--- config.mk ---
export PLATFORM = sky130hd
export DESIGN_NAME = regfile_write_arbiter
export DESIGN_NICKNAME = d
export VERILOG_FILES = /design/src/rtl/regfile_write_arbiter.sv
export SDC_FILE = /design/constraint.sdc
export NUM_CORES = 1
export LEC_CHECK = 0
export BUFFER_PORTS_ARGS = -buffer_cell sky130_fd_sc_hd__buf_2
export CORE_MARGIN = 5
export CORE_UTILIZATION = 48
export CTS_CLUSTER_DIAMETER = 120
export DETAILED_ROUTE_END_ITERATION = 16
export HOLD_SLACK_MARGIN = 0.03
export PLACE_DENSITY = 0.94
export SLEW_MARGIN = 20
export SYNTH_ARGS = -nofsm -noshare
export SYNTH_HDL_FRONTEND = slang
export SYNTH_SLANG_ARGS = --single-unit
--- constraint.sdc ---
create_clock -name clk -period 3.75 [get_ports clk]
set_clock_uncertainty 0.05 [all_clocks]
set_input_delay 0 -clock clk [delete_from_list [all_inputs] [get_ports clk]]
set_output_delay 0 -clock clk [all_outputs]
set_load 0.02 [all_outputs]
--- src/rtl/regfile_write_arbiter.sv ---
// Purpose : round-robin share of the single register-file write port among NUM_REQ writeback sources.
// Latency : 1 cycle from req_valid&req_ready to RegWrite/addD/dataD; x0 writes are absorbed, never written.
// Backpr. : valid/ready per source; one non-x0 grant per cycle, x0 always accepted (held off by wb_stall).
//
// Optional feature macro: REGARB_STALL_EN (adds wb_stall input that freezes acceptance).
//
// Ports:
//   clk, rst      - rising-edge clock, asynchronous active-low reset
//   req_valid     - per-source write request
//   req_addr      - per-source destination register, source i at [i*ADDR_W +: ADDR_W]
//   req_data      - per-source write data, source i at [i*DATA_W +: DATA_W]
//   req_ready     - per-source accept (transfer = valid & ready)
//   wb_stall      - (REGARB_STALL_EN only) blocks every accept while high
//   RegWrite      - registered register-file write enable
//   addD, dataD   - registered write address / data (hold when idle)
//   grant_id      - source index of the current write (meaningful when RegWrite=1)
//   conflict_cnt  - saturating count of cycles with two or more non-x0 requesters
module regfile_write_arbiter #(
    parameter int NUM_REQ = 3,
    parameter int ADDR_W  = 5,
    parameter int DATA_W  = 32,
    parameter int CNT_W   = 16,
    localparam int ID_W   = $clog2(NUM_REQ)
) (
    input  logic                      clk,
    input  logic                      rst,
    input  logic [NUM_REQ-1:0]        req_valid,
    input  logic [NUM_REQ*ADDR_W-1:0] req_addr,
    input  logic [NUM_REQ*DATA_W-1:0] req_data,
`ifdef REGARB_STALL_EN
    input  logic                      wb_stall,
`endif
    output logic [NUM_REQ-1:0]        req_ready,
    output logic                      RegWrite,
    output logic [ADDR_W-1:0]         addD,
    output logic [DATA_W-1:0]         dataD,
    output logic [ID_W-1:0]           grant_id,
    output logic [CNT_W-1:0]          conflict_cnt
);

    logic stall;
`ifdef REGARB_STALL_EN
    assign stall = wb_stall;
`else
    assign stall = 1'b0;
`endif

    // State
    logic              regwrite_q, regwrite_d;
    logic [ADDR_W-1:0] addd_q, addd_d;
    logic [DATA_W-1:0] datad_q, datad_d;
    logic [ID_W-1:0]   grant_id_q, grant_id_d;
    logic [CNT_W-1:0]  conflict_cnt_q, conflict_cnt_d;
    logic [ID_W-1:0]   rr_ptr_q, rr_ptr_d;

    // Per-source decode
    logic [NUM_REQ-1:0] is_x0;
    logic [NUM_REQ-1:0] cand;
    logic [ADDR_W-1:0]  addr_arr [NUM_REQ];
    logic [DATA_W-1:0]  data_arr [NUM_REQ];

    always_comb begin
        is_x0 = '0;
        cand  = '0;
        for (int i = 0; i < NUM_REQ; i++) begin
            addr_arr[i] = req_addr[i*ADDR_W +: ADDR_W];
            data_arr[i] = req_data[i*DATA_W +: DATA_W];
            is_x0[i]    = req_valid[i] && (addr_arr[i] == '0);
            cand[i]     = req_valid[i] && (addr_arr[i] != '0);
        end
    end

    // Round-robin pick. Descending scan leaves the lowest candidate at or above
    // rr_ptr in idx_hi and the lowest candidate overall in idx_lo; the latter
    // is the wrapped-around winner when nothing sits at or above the pointer.
    logic            found_hi, found_lo;
    logic [ID_W-1:0] idx_hi, idx_lo, grant_idx;

    always_comb begin
        found_hi = 1'b0;
        found_lo = 1'b0;
        idx_hi   = '0;
        idx_lo   = '0;
        for (int i = NUM_REQ - 1; i >= 0; i--) begin
            if (cand[i]) begin
                found_lo = 1'b1;
                idx_lo   = ID_W'(i);
                if (i >= int'(rr_ptr_q)) begin
                    found_hi = 1'b1;
                    idx_hi   = ID_W'(i);
                end
            end
        end
        grant_idx = found_hi ? idx_hi : idx_lo;
    end

    logic              grant_fire;
    logic              multi_cand;
    logic [ADDR_W-1:0] sel_addr;
    logic [DATA_W-1:0] sel_data;

    assign grant_fire = found_lo && !stall;
    // Two or more bits set: clearing the lowest set bit leaves something.
    assign multi_cand = |(cand & (cand - NUM_REQ'(1)));

    always_comb begin
        sel_addr = '0;
        sel_data = '0;
        for (int i = 0; i < NUM_REQ; i++) begin
            if (grant_idx == ID_W'(i)) begin
                sel_addr = addr_arr[i];
                sel_data = data_arr[i];
            end
        end
    end

    // Ready: x0 requests are swallowed unconditionally, plus the single winner.
    // Gated by rst so nothing is accepted while the write port is in reset.
    always_comb begin
        req_ready = '0;
        if (rst && !stall) begin
            req_ready = is_x0;
            if (found_lo) begin
                for (int i = 0; i < NUM_REQ; i++) begin
                    if (grant_idx == ID_W'(i)) begin
                        req_ready[i] = 1'b1;
                    end
                end
            end
        end
    end

    always_comb begin
        regwrite_d     = 1'b0;
        addd_d         = addd_q;
        datad_d        = datad_q;
        grant_id_d     = grant_id_q;
        rr_ptr_d       = rr_ptr_q;
        conflict_cnt_d = conflict_cnt_q;
        if (grant_fire) begin
            regwrite_d = 1'b1;
            addd_d     = sel_addr;
            datad_d    = sel_data;
            grant_id_d = grant_idx;
            rr_ptr_d   = (grant_idx == ID_W'(NUM_REQ - 1)) ? '0 : grant_idx + ID_W'(1);
        end
        if (multi_cand && !stall && (conflict_cnt_q != '1)) begin
            conflict_cnt_d = conflict_cnt_q + CNT_W'(1);
        end
    end

    always_ff @(posedge clk or negedge rst) begin
        if (!rst) begin
            regwrite_q     <= 1'b0;
            addd_q         <= '0;
            datad_q        <= '0;
            grant_id_q     <= '0;
            rr_ptr_q       <= '0;
            conflict_cnt_q <= '0;
        end else begin
            regwrite_q     <= regwrite_d;
            addd_q         <= addd_d;
            datad_q        <= datad_d;
            grant_id_q     <= grant_id_d;
            rr_ptr_q       <= rr_ptr_d;
            conflict_cnt_q <= conflict_cnt_d;
        end
    end

    assign RegWrite     = regwrite_q;
    assign addD         = addd_q;
    assign dataD        = datad_q;
    assign grant_id     = grant_id_q;
    assign conflict_cnt = conflict_cnt_q;

endmodule

==> out/metrics.cfg, run 1 <==
[setup_path]
end_kind=flop
ff2ff_path_depth=5
crit_fanout=27
r2r_end=dataD[25]
r2r_slack_ns=0.83
crit_path_start_kind=primary input
critical_path_arrival_ns=3.52
r2r_start=rr_ptr_q[1]
required_ns=3.91
critPathKind=in -> reg

[synthesis]
syn_nets=454
synth_cells=337
ys.flop_type=dfrtp_1
synth_area_per_cell_um2=9.50
synth_top_area_share_pct=45.3
postSynth.asyncResetShare_pct=100
yosysSeqAreaShare_pct=45.3
synth_top_cell_by_area=dfrtp_1
synth-edff-count=0
synth_area_leaders=dfrtp_1 (45%), a31oi_1 (5.3%), o31ai_1 (4.9%), nand2_1 (4.8%), a21oi_1 (4.4%)
ys_types=47
ys_ff_latch=58
yosys_warnings=0
syn_area_mm2=0.00320

[routing]
drtAntennaViolNets=0
wirelength_um=12200
routed_via_density=6.13
drt-initial-drc-count=327
wire_per_inst_um=18.5
post-route-drc-count=0
vias=4033
first_pass_iters=5

[pwr]
p_comb_share_pct=42.8
ir_worst_vdd_v=0.000300
fin_total_pwr_mw=2.80
power_per_cell_area_mw_per_mm2=553
pwr-share-clk_pct=23.3
p_switching_mw=1.08
p_sw_share_pct=38.8
leakage_nw=2.34
p_seq_share_pct=33.9
p_int_mw=1.71

[run]
max_cap_violations=0

[timing]
setup_viol=0
finalHoldViolCount=0
hold_slack_ns=0.0568
slew_viol_final=0
maxSlewHeadroom_pct=31.2
fmax_mhz=297
post-route-min-period_ns=3.36
finalCritPeriodShare_pct=89.7
worst-slew-pin-transition_ns=1.03
setup_tns_ns=0
rsz0062_at_grt=no

[clock_network]
cts.sinks=58
cts_setup_buffers=0
ctsResizeCount=0
cts_max_level=3
path_clk_slew_ns=0.07
cts-root-buf=clkbuf_8
insertion_delay_ns=0.33
cts_tree=yes
cts_buffers=9
postCtsHoldBufs=76
clock_path_buffers=2

[final_layout]
fin_area_mm2=0.00505
final_common_cell=buf_2
mostFrequentLayoutCells=buf_2 (174), dlygate4sd3_1 (76), dfrtp_1 (58)
nFillCells=426
ff_latch_area_mm2=0.00145
area_growth_pct=57.8
multi_input_area_mm2=0.00162
fin_util_pct=78.7
antenna_cells=0
drive_gt1_share_pct=36.8
nets=693

[status]
status=complete, no violations

[global_route]
antenna_found_initial=0
grt_pass1_wl_um=19100
grt-ovfl-total=0
grt.total_usage_pct=28.0
grt_max_degree=39
grt_pass1_vias=3955

[floorplanning]
die_area_mm2=0.00841
start_util_pct=49.9
die_h_um=91.7
die_width_um=91.7
io_pins=175
core.rowCount=29
core_area_mm2=0.00642

[placed_design]
placed_cell_area_mm2=0.00407
port_buffers=174
hpwl_um=7630
gp_congestion=0.805

[min_path]
worstHoldStart=req_valid[1]
hold_class=in -> reg
whs_path_depth=4
min_to=rr_ptr_q[0]

-- stage by stage --
| stage | setup WS, ns | instances |
|---|---|---|
| 2_1_floorplan | 1.92 | 337 |
| 3_3_place_gp | 1.17 | 566 |
| 3_5_place_dp | 1.09 | 566 |
| 4_1_cts | 0.480 | 658 |
| 5_1_grt | 0.252 | 658 |
| 6_report | 0.387 | 658 |
-- synthesized netlist by cell type, types with 5 or more instances --
master,n
o31ai_1,21
nand3_1,12
o221a_2,9
o21ai_0,19
o22a_1,11
dfrtp_1,58
nand2_1,41
xor2_1,14
a21oi_1,28
buf_2,17
clkbuf_1,5
nor2_1,13
a31oi_1,27
-- worst max-delay path by stage --
| stage | from | to | slack [ns] | cells after the start |
|---|---|---|---|---|
| floorplan | req_addr[11] | req_ready[1] | 1.92 | 6 |
| global placement | req_addr[11] | dataD[21] | 1.17 | 6 |
| detailed placement | req_addr[11] | dataD[20] | 1.09 | 6 |
| CTS | req_addr[14] | dataD[20] | 0.48 | 8 |
| global route | req_addr[14] | dataD[19] | 0.25 | 8 |
| finish | req_addr[14] | dataD[28] | 0.39 | 8 |
-- routing by layer --
layer	GRT usage, %	part of all wire [%]	vias to the layer above
li1	-	-	1774
met1	32.1	36	1889
met2	50.8	52	298
met3	4.66	7.7	72
met4	13.5	4.8	0
met5	0	0	-
-- flip-flops by register name, indices dropped and copies added (netlist names) --
| signal | flops |
|---|---|
| dataD | 32 |
| conflict_cnt | 16 |
| addD | 5 |
| grant_id | 2 |
| rr_ptr_q | 2 |
| RegWrite | 1 |
-- cell families (layout without fill, tap and decap cells) --
family	Yosys count	after routing	share of synthesized area, %
AND/OR/NAND/NOR	96	96	14.9
multiplexers	2	2	0.703
buffers and inverters	26	270	4.18
XOR/XNOR	14	14	3.83
adder cells (fa/ha/maj)	2	2	0.742
flip-flops	58	58	45.3
AO/OA/AOI/OAI	139	139	30.3
-- layout make-up --
type,instances,area share (%)
timing repair buffer,253,32.7
inverter,1,0.0743
multi-input combinational,253,32.1
tap,77,1.91
clock buffer,9,2.45
clock inverter,7,2.00
sequential,58,28.7
-- power by group through the flow --
stage	sequential, mW	combinational [mW]	clock (mW)
after floorplan	1.13	0.431	0
after global placement	0.940	0.950	0
after detailed placement	0.950	0.980	0
after CTS	0.939	1.17	0.660
after global routing	0.970	1.27	0.691
final	0.947	1.20	0.652
-- worst max-delay path: stages --
cell and delay [ns]:
dlygate4sd3_1 0.53, buf_2 0.13, or4_1 0.54, o211ai_4 0.68
o2111ai_2 0.57, o22a_1 0.38, o221a_2 0.12, dlygate4sd3_1 0.57
(Power assumes the default switching activity.)
==> run 2, diff against run 1 <==
--- a/config.mk
+++ b/config.mk
@@ -5,13 +5,14 @@
 export SDC_FILE = /design/constraint.sdc
 export NUM_CORES = 1
 export LEC_CHECK = 0
-export BUFFER_PORTS_ARGS = -buffer_cell sky130_fd_sc_hd__buf_2
 export CORE_MARGIN = 5
-export CORE_UTILIZATION = 48
+export CORE_UTILIZATION = 50
+export CTS_BUF_LIST = sky130_fd_sc_hd__clkbuf_16
 export CTS_CLUSTER_DIAMETER = 120
 export DETAILED_ROUTE_END_ITERATION = 16
+export DONT_BUFFER_PORTS = 1
 export HOLD_SLACK_MARGIN = 0.03
-export PLACE_DENSITY = 0.94
+export PLACE_DENSITY = 0.74
 export SLEW_MARGIN = 20
 export SYNTH_ARGS = -nofsm -noshare
 export SYNTH_HDL_FRONTEND = slang
==> run 2 against run 1 <==
Sequential share of layout area grew 5.0 points. Via count shrank 19%. Die area shrank 3.6%. Critical path type is now reg -> reg. Register-to-register slack is essentially flat. Setup slack gained 0.44 ns. Design area shrank 15%. Combinational power shrank 38%. Critical path depth shrank 3. Cell count shrank 26%. Routed wire length shrank 12%. Worst hold slack gained 0.031 ns.
==> out/metrics.cfg, run 2 (synthesis results as in run 1) <==
[clock_network]
cts.sinks=58  ; unchanged
path_clk_slew_ns=0.05  ; -0.02 ns
cts-root-buf=clkbuf_16
cts_setup_buffers=0  ; unchanged
clock_path_buffers=2  ; unchanged
cts_max_level=3  ; unchanged
insertion_delay_ns=0.31  ; -0.02 ns
cts_buffers=9  ; unchanged
postCtsHoldBufs=79  ; +3.9%
cts_tree=yes
ctsResizeCount=0  ; unchanged

[global_route]
busiest_layer=met2
grt_max_degree=59  ; +51%
antenna_found_initial=0  ; unchanged
use_met2_pct=43.4  ; -7.3 points
grt-ovfl-total=0  ; unchanged
grt_pass1_vias=3304  ; -16%
grt_pass1_wl_um=17100  ; -10%
grtUsageMet1_pct=29.6  ; -2.5 points
met3_usage_pct=9.18  ; +4.5 points
grt.total_usage_pct=25.6  ; -2.5 points

[min_path]
worstHoldStart=req_valid[0]
whs_path_depth=2  ; -2
hold_class=in -> out
min_to=req_ready[0]

[placed_design]
port_buffers=0  ; -100%
gp_congestion=0.890  ; +11%
dp_slack_ns=1.18  ; +0.0891 ns
hpwl_um=6420  ; -16%
placed_cell_area_mm2=0.00321  ; -21%

[final_layout]
final_common_cell=dlygate4sd3_1
nets=523  ; -25%
antenna_cells=0  ; unchanged
area_growth_pct=34.5
fin_area_mm2=0.00431  ; -15%
largest_reg_flops=32  ; unchanged
mostFrequentLayoutCells=dlygate4sd3_1 (78), dfrtp_1 (58), nand2_1 (41)
drive_gt1_share_pct=9.98  ; -27 points

[routing]
wire_per_inst_um=22.0  ; +19%
drtAntennaViolNets=0  ; unchanged
post-route-drc-count=0  ; unchanged
routed_via_density=6.69  ; +9.2%
drt-initial-drc-count=214  ; -35%
first_pass_iters=5  ; unchanged
wirelength_um=10700  ; -12%
vias=3267  ; -19%

[timing]
worst-slew-pin-transition_ns=1.00  ; -0.0289 ns
finalHoldViolCount=0  ; unchanged
setup_tns_ns=0  ; unchanged
maxSlewHeadroom_pct=33.1  ; +1.9 points
post-route-min-period_ns=2.92  ; -0.443 ns
setup_ws_ns=0.830  ; +0.443 ns
fmax_mhz=342  ; +15%
setup_viol=0  ; unchanged
slew_viol_final=0  ; unchanged
rsz0062_at_grt=no
finalCritPeriodShare_pct=77.9  ; -12 points

[setup_path]
r2r_slack_ns=0.83  ; about the same
required_ns=3.89  ; -0.02 ns
r2r_start=rr_ptr_q[1]
crit_path_start_kind=flop
critPathKind=reg -> reg
end_kind=flop
ff2ff_path_depth=5  ; unchanged
crit_fanout=21  ; -22%
r2r_end=dataD[5]
critical_path_arrival_ns=3.06  ; -0.46 ns

[floorplanning]
start_util_pct=51.0  ; +1.2 points
core_area_mm2=0.00628  ; -2.3%
io_pins=175  ; unchanged
die_h_um=90.0  ; -1.8%
die_width_um=90.0  ; -1.8%
core.rowCount=29  ; unchanged
die_area_mm2=0.00811  ; -3.6%

[pwr]
leakage_nw=1.70  ; -27%
power_per_cell_area_mw_per_mm2=633  ; +14%
ir_worst_vdd_v=0.000481  ; +61%

[run]
max_cap_violations=0  ; unchanged

[status]
status=complete, no violations

-- run 2: cell count changes in the layout (fill, tap and decap cells not counted), moves of 2 or more --
| cell | change |
|---|---|
| buf_2 | -174 |
| clkbuf_16 | +9 |
| clkbuf_8 | -9 |
| dlygate4sd3_1 | +2 |
-- run 2: layer usage --
metal  vias to the layer above  part of all wire, %
met4                         0                  3.2
met5                         -                    0
met1                      1546                   36
met3                        38                   12
li1                       1433                    -
met2                       250                   49
-- run 2: worst max path at each step --
stage | from | slack, ns | depth (start not counted) | endpoint
final | rr_ptr_q[1] | 0.83 | 5 | dataD[5]
after CTS | rr_ptr_q[1] | 0.92 | 5 | dataD[0]
after detailed placement | req_addr[1] | 1.18 | 5 | dataD[0]
after floorplan | req_addr[11] | 1.92 | 6 | req_ready[1]
after global routing | rr_ptr_q[1] | 0.74 | 5 | dataD[5]
after global placement | req_addr[1] | 1.31 | 5 | dataD[2]
-- run 2: where the power goes --
part / total [mW] / internal [mW] / switching, mW
registers: 1.19 / 0.799 / 0.389
logic: 0.742 / 0.393 / 0.350
clock network: 0.795 / 0.511 / 0.285
-- run 2: final cells by class --
cell class,count,area (um^2)
flip-flops and latches,58,1450
clock buffers,9,225
repair buffers,83,838
inverters,1,3.75
multi-input cells,253,1620
well taps,77,96.3
fillers,464,1970
clock inverters,7,70.1
-- run 2: critical path, cell delays in order (launching register included) --
cell	delay, ns
dfrtp_1	0.45
o211ai_1	0.23
nand4_1	0.85
a31oi_1	0.57
o31ai_1	0.10
dlygate4sd3_1	0.56
-- run 2: metrics by stage --
step / total power [mW] / util, % / instances / hold WS, ns
finish: 2.73 / 68.6 / 488 / 0.0881
global route: 2.86 / 68.6 / 488 / 0.102
CTS: 2.71 / 68.6 / 488 / 0.0907
detailed placement: 1.70 / 51.1 / 393 / -0.344
global placement: 1.67 / 51.1 / 393 / -0.344
floorplan: 1.57 / - / 337 / -0.346
==> run 3, diff against run 2 <==
==> constraint.sdc (replaced) <==
create_clock -name clk -period 2.97 [get_ports clk]
set_clock_uncertainty 0.05 [all_clocks]
set_input_delay 0 -clock clk [delete_from_list [all_inputs] [get_ports clk]]
set_output_delay 0 -clock clk [all_outputs]
set_load 0.02 [all_outputs]
==> run 3 against run 2 <==
Total power up 28%. First-iteration DRC count down 17%. Non-clock buffer count up 9. Flip-flop and latch count unchanged. Sequential power up 26%. Critical path depth up 2. Die area unchanged.
==> out/metrics.cfg, run 3 (synthesis results as in run 1) <==
[final_layout]
area_growth_pct=36.7
ff_latch_area_mm2=0.00145  ; unchanged
antenna_cells=0  ; unchanged
nets=532  ; +1.7%
final_common_cell=dlygate4sd3_1
largest_reg_flops=32  ; unchanged
mostFrequentLayoutCells=dlygate4sd3_1 (78), dfrtp_1 (58), nand2_1 (41)
drive_gt1_share_pct=12.4  ; +2.4 points
fin_area_mm2=0.00438  ; +1.6%
nFillCells=461  ; -0.65%
multi_input_area_mm2=0.00163  ; +0.15%

[floorplanning]
io_pins=175  ; unchanged
die_area_mm2=0.00811  ; unchanged
core_area_mm2=0.00628  ; unchanged
die_h_um=90.0  ; unchanged
die_width_um=90.0  ; unchanged
core.rowCount=29  ; unchanged
start_util_pct=51.0  ; unchanged

[placed_design]
placed_cell_area_mm2=0.00322  ; +0.47%
hpwl_um=6470  ; +0.69%
gp_congestion=0.805  ; -9.5%
port_buffers=0  ; unchanged
dp_slack_ns=0.739  ; -0.444 ns

[pwr]
power_per_cell_area_mw_per_mm2=796  ; +26%
p_comb_share_pct=27.8  ; +0.6 points
p_seq_share_pct=43.0  ; -0.6 points
pwr-share-clk_pct=29.2  ; about the same
p_switching_mw=1.30  ; +27%
p_sw_share_pct=37.4  ; -0.19 points
ir_worst_vdd_v=0.000502  ; +4.4%
leakage_nw=1.75  ; +2.8%
p_int_mw=2.18  ; +28%
fin_total_pwr_mw=3.48  ; +28%

[routing]
first_pass_iters=5  ; unchanged
drtAntennaViolNets=0  ; unchanged
drt-initial-drc-count=177  ; -17%
routed_via_density=6.55  ; -2.2%
vias=3254  ; -0.40%
post-route-drc-count=0  ; unchanged
wire_per_inst_um=21.4  ; -2.8%
wirelength_um=10600  ; -0.98%

[setup_path]
crit_path_start=req_addr[7]
r2r_slack_ns=0.27  ; -0.56 ns
critical_path_arrival_ns=2.93  ; -0.13 ns
end_kind=flop
r2r_end=dataD[24]
r2r_start=rr_ptr_q[1]
crit_fanout=12  ; -43%
required_ns=3.12  ; -0.77 ns
ff2ff_path_depth=8  ; +3
worstSetupEndpoint=dataD[26]
critPathKind=in -> reg
crit_path_start_kind=primary input

[clock_network]
cts.sinks=58  ; unchanged
cts_tree=yes
path_clk_slew_ns=0.05  ; about the same
cts_max_level=3  ; unchanged
cts-root-buf=clkbuf_16
clock_path_buffers=2  ; unchanged
insertion_delay_ns=0.32  ; about the same
cts_buffers=9  ; unchanged

[timing]
slew_viol_final=0  ; unchanged
rsz0062_at_grt=no
hold_slack_ns=0.0878  ; -0.000363 ns
finalCritPeriodShare_pct=93.7
maxSlewHeadroom_pct=49.1  ; +16 points
setup_viol=0  ; unchanged
setup_ws_ns=0.186  ; -0.644 ns
worst-slew-pin-transition_ns=0.763  ; -0.237 ns
fmax_mhz=359
post-route-min-period_ns=2.78
finalHoldViolCount=0  ; unchanged
setup_tns_ns=0  ; unchanged

[global_route]
antenna_found_initial=0  ; unchanged
grt.total_usage_pct=26.0  ; +0.44 points
grt-ovfl-total=0  ; unchanged
grt_max_degree=59  ; unchanged
grt_pass1_vias=3309  ; +0.15%
grt_pass1_wl_um=17200  ; +0.68%

[run]
max_cap_violations=0  ; unchanged

[min_path]
hold_class=in -> reg

[status]
status=complete, no violations

## run 3: cell count changes in the layout (fill, tap and decap cells not counted), sizes merged
cell	change
buf	+9
clkinvlp	-1
inv	+1
## run 3: worst min path at each step
stage / cells past startpoint / slack, ns / to / start
after floorplan: 0 / -0.35 / RegWrite / rst
after global placement: 0 / -0.34 / conflict_cnt[7] / rst
after detailed placement: 0 / -0.34 / conflict_cnt[7] / rst
after CTS: 3 / 0.09 / grant_id[0] / req_valid[2]
after global routing: 3 / 0.11 / grant_id[0] / req_valid[2]
final: 3 / 0.09 / rr_ptr_q[1] / req_valid[2]
## run 3: routing by layer
metal / vias up / part of all wire, % / GRT usage, %
li1: 1447 / - / -
met5: - / 0 / 0
met1: 1543 / 37 / 30.1
met2: 226 / 49 / 42.6
met3: 38 / 11 / 10.7
met4: 0 / 3.2 / 10.5
## run 3: area by class of cell
| cell class | instances | area share [%] |
|---|---|---|
| Clock buffer | 9 | 5.14 |
| Clock inverter | 7 | 1.57 |
| Inverter | 1 | 0.0857 |
| Multi-Input combinational cell | 253 | 37.2 |
| Sequential cell | 58 | 33.2 |
| Tap cell | 77 | 2.20 |
| Timing Repair Buffer | 92 | 20.7 |
## run 3: timing repair
item / CTS / global route
endpoints found under the setup margin: 0 / 10
resized for setup: 0 / 1
endpoints found under the hold margin: 96 / 0
setup buffers: 0 / 7
hold buffers: 79 / 0
## run 3: worst max-delay path, stage by stage
cell	delay, ns
dlygate4sd3_1	0.56
or4_4	0.58
o21ai_2	0.27
a21o_1	0.28
nand2_1	0.31
o221a_2	0.37
dlygate4sd3_1	0.56
## run 3: power by group through the flow
stage	Clock, mW	Sequential, mW	Combinational [mW]
after CTS	1.03	1.50	0.911
after global placement	0	1.50	0.622
after detailed placement	0	1.51	0.645
final	1.02	1.50	0.970
after floorplan	0	1.43	0.545
after global routing	1.07	1.53	1.06
## run 3: per-stage QoR
stage,std cells,util (%)
4_1_cts,490,68.9
3_3_place_gp,395,51.3
5_1_grt,497,69.7
3_5_place_dp,395,51.3
6_report,497,69.7
2_1_floorplan,337,-
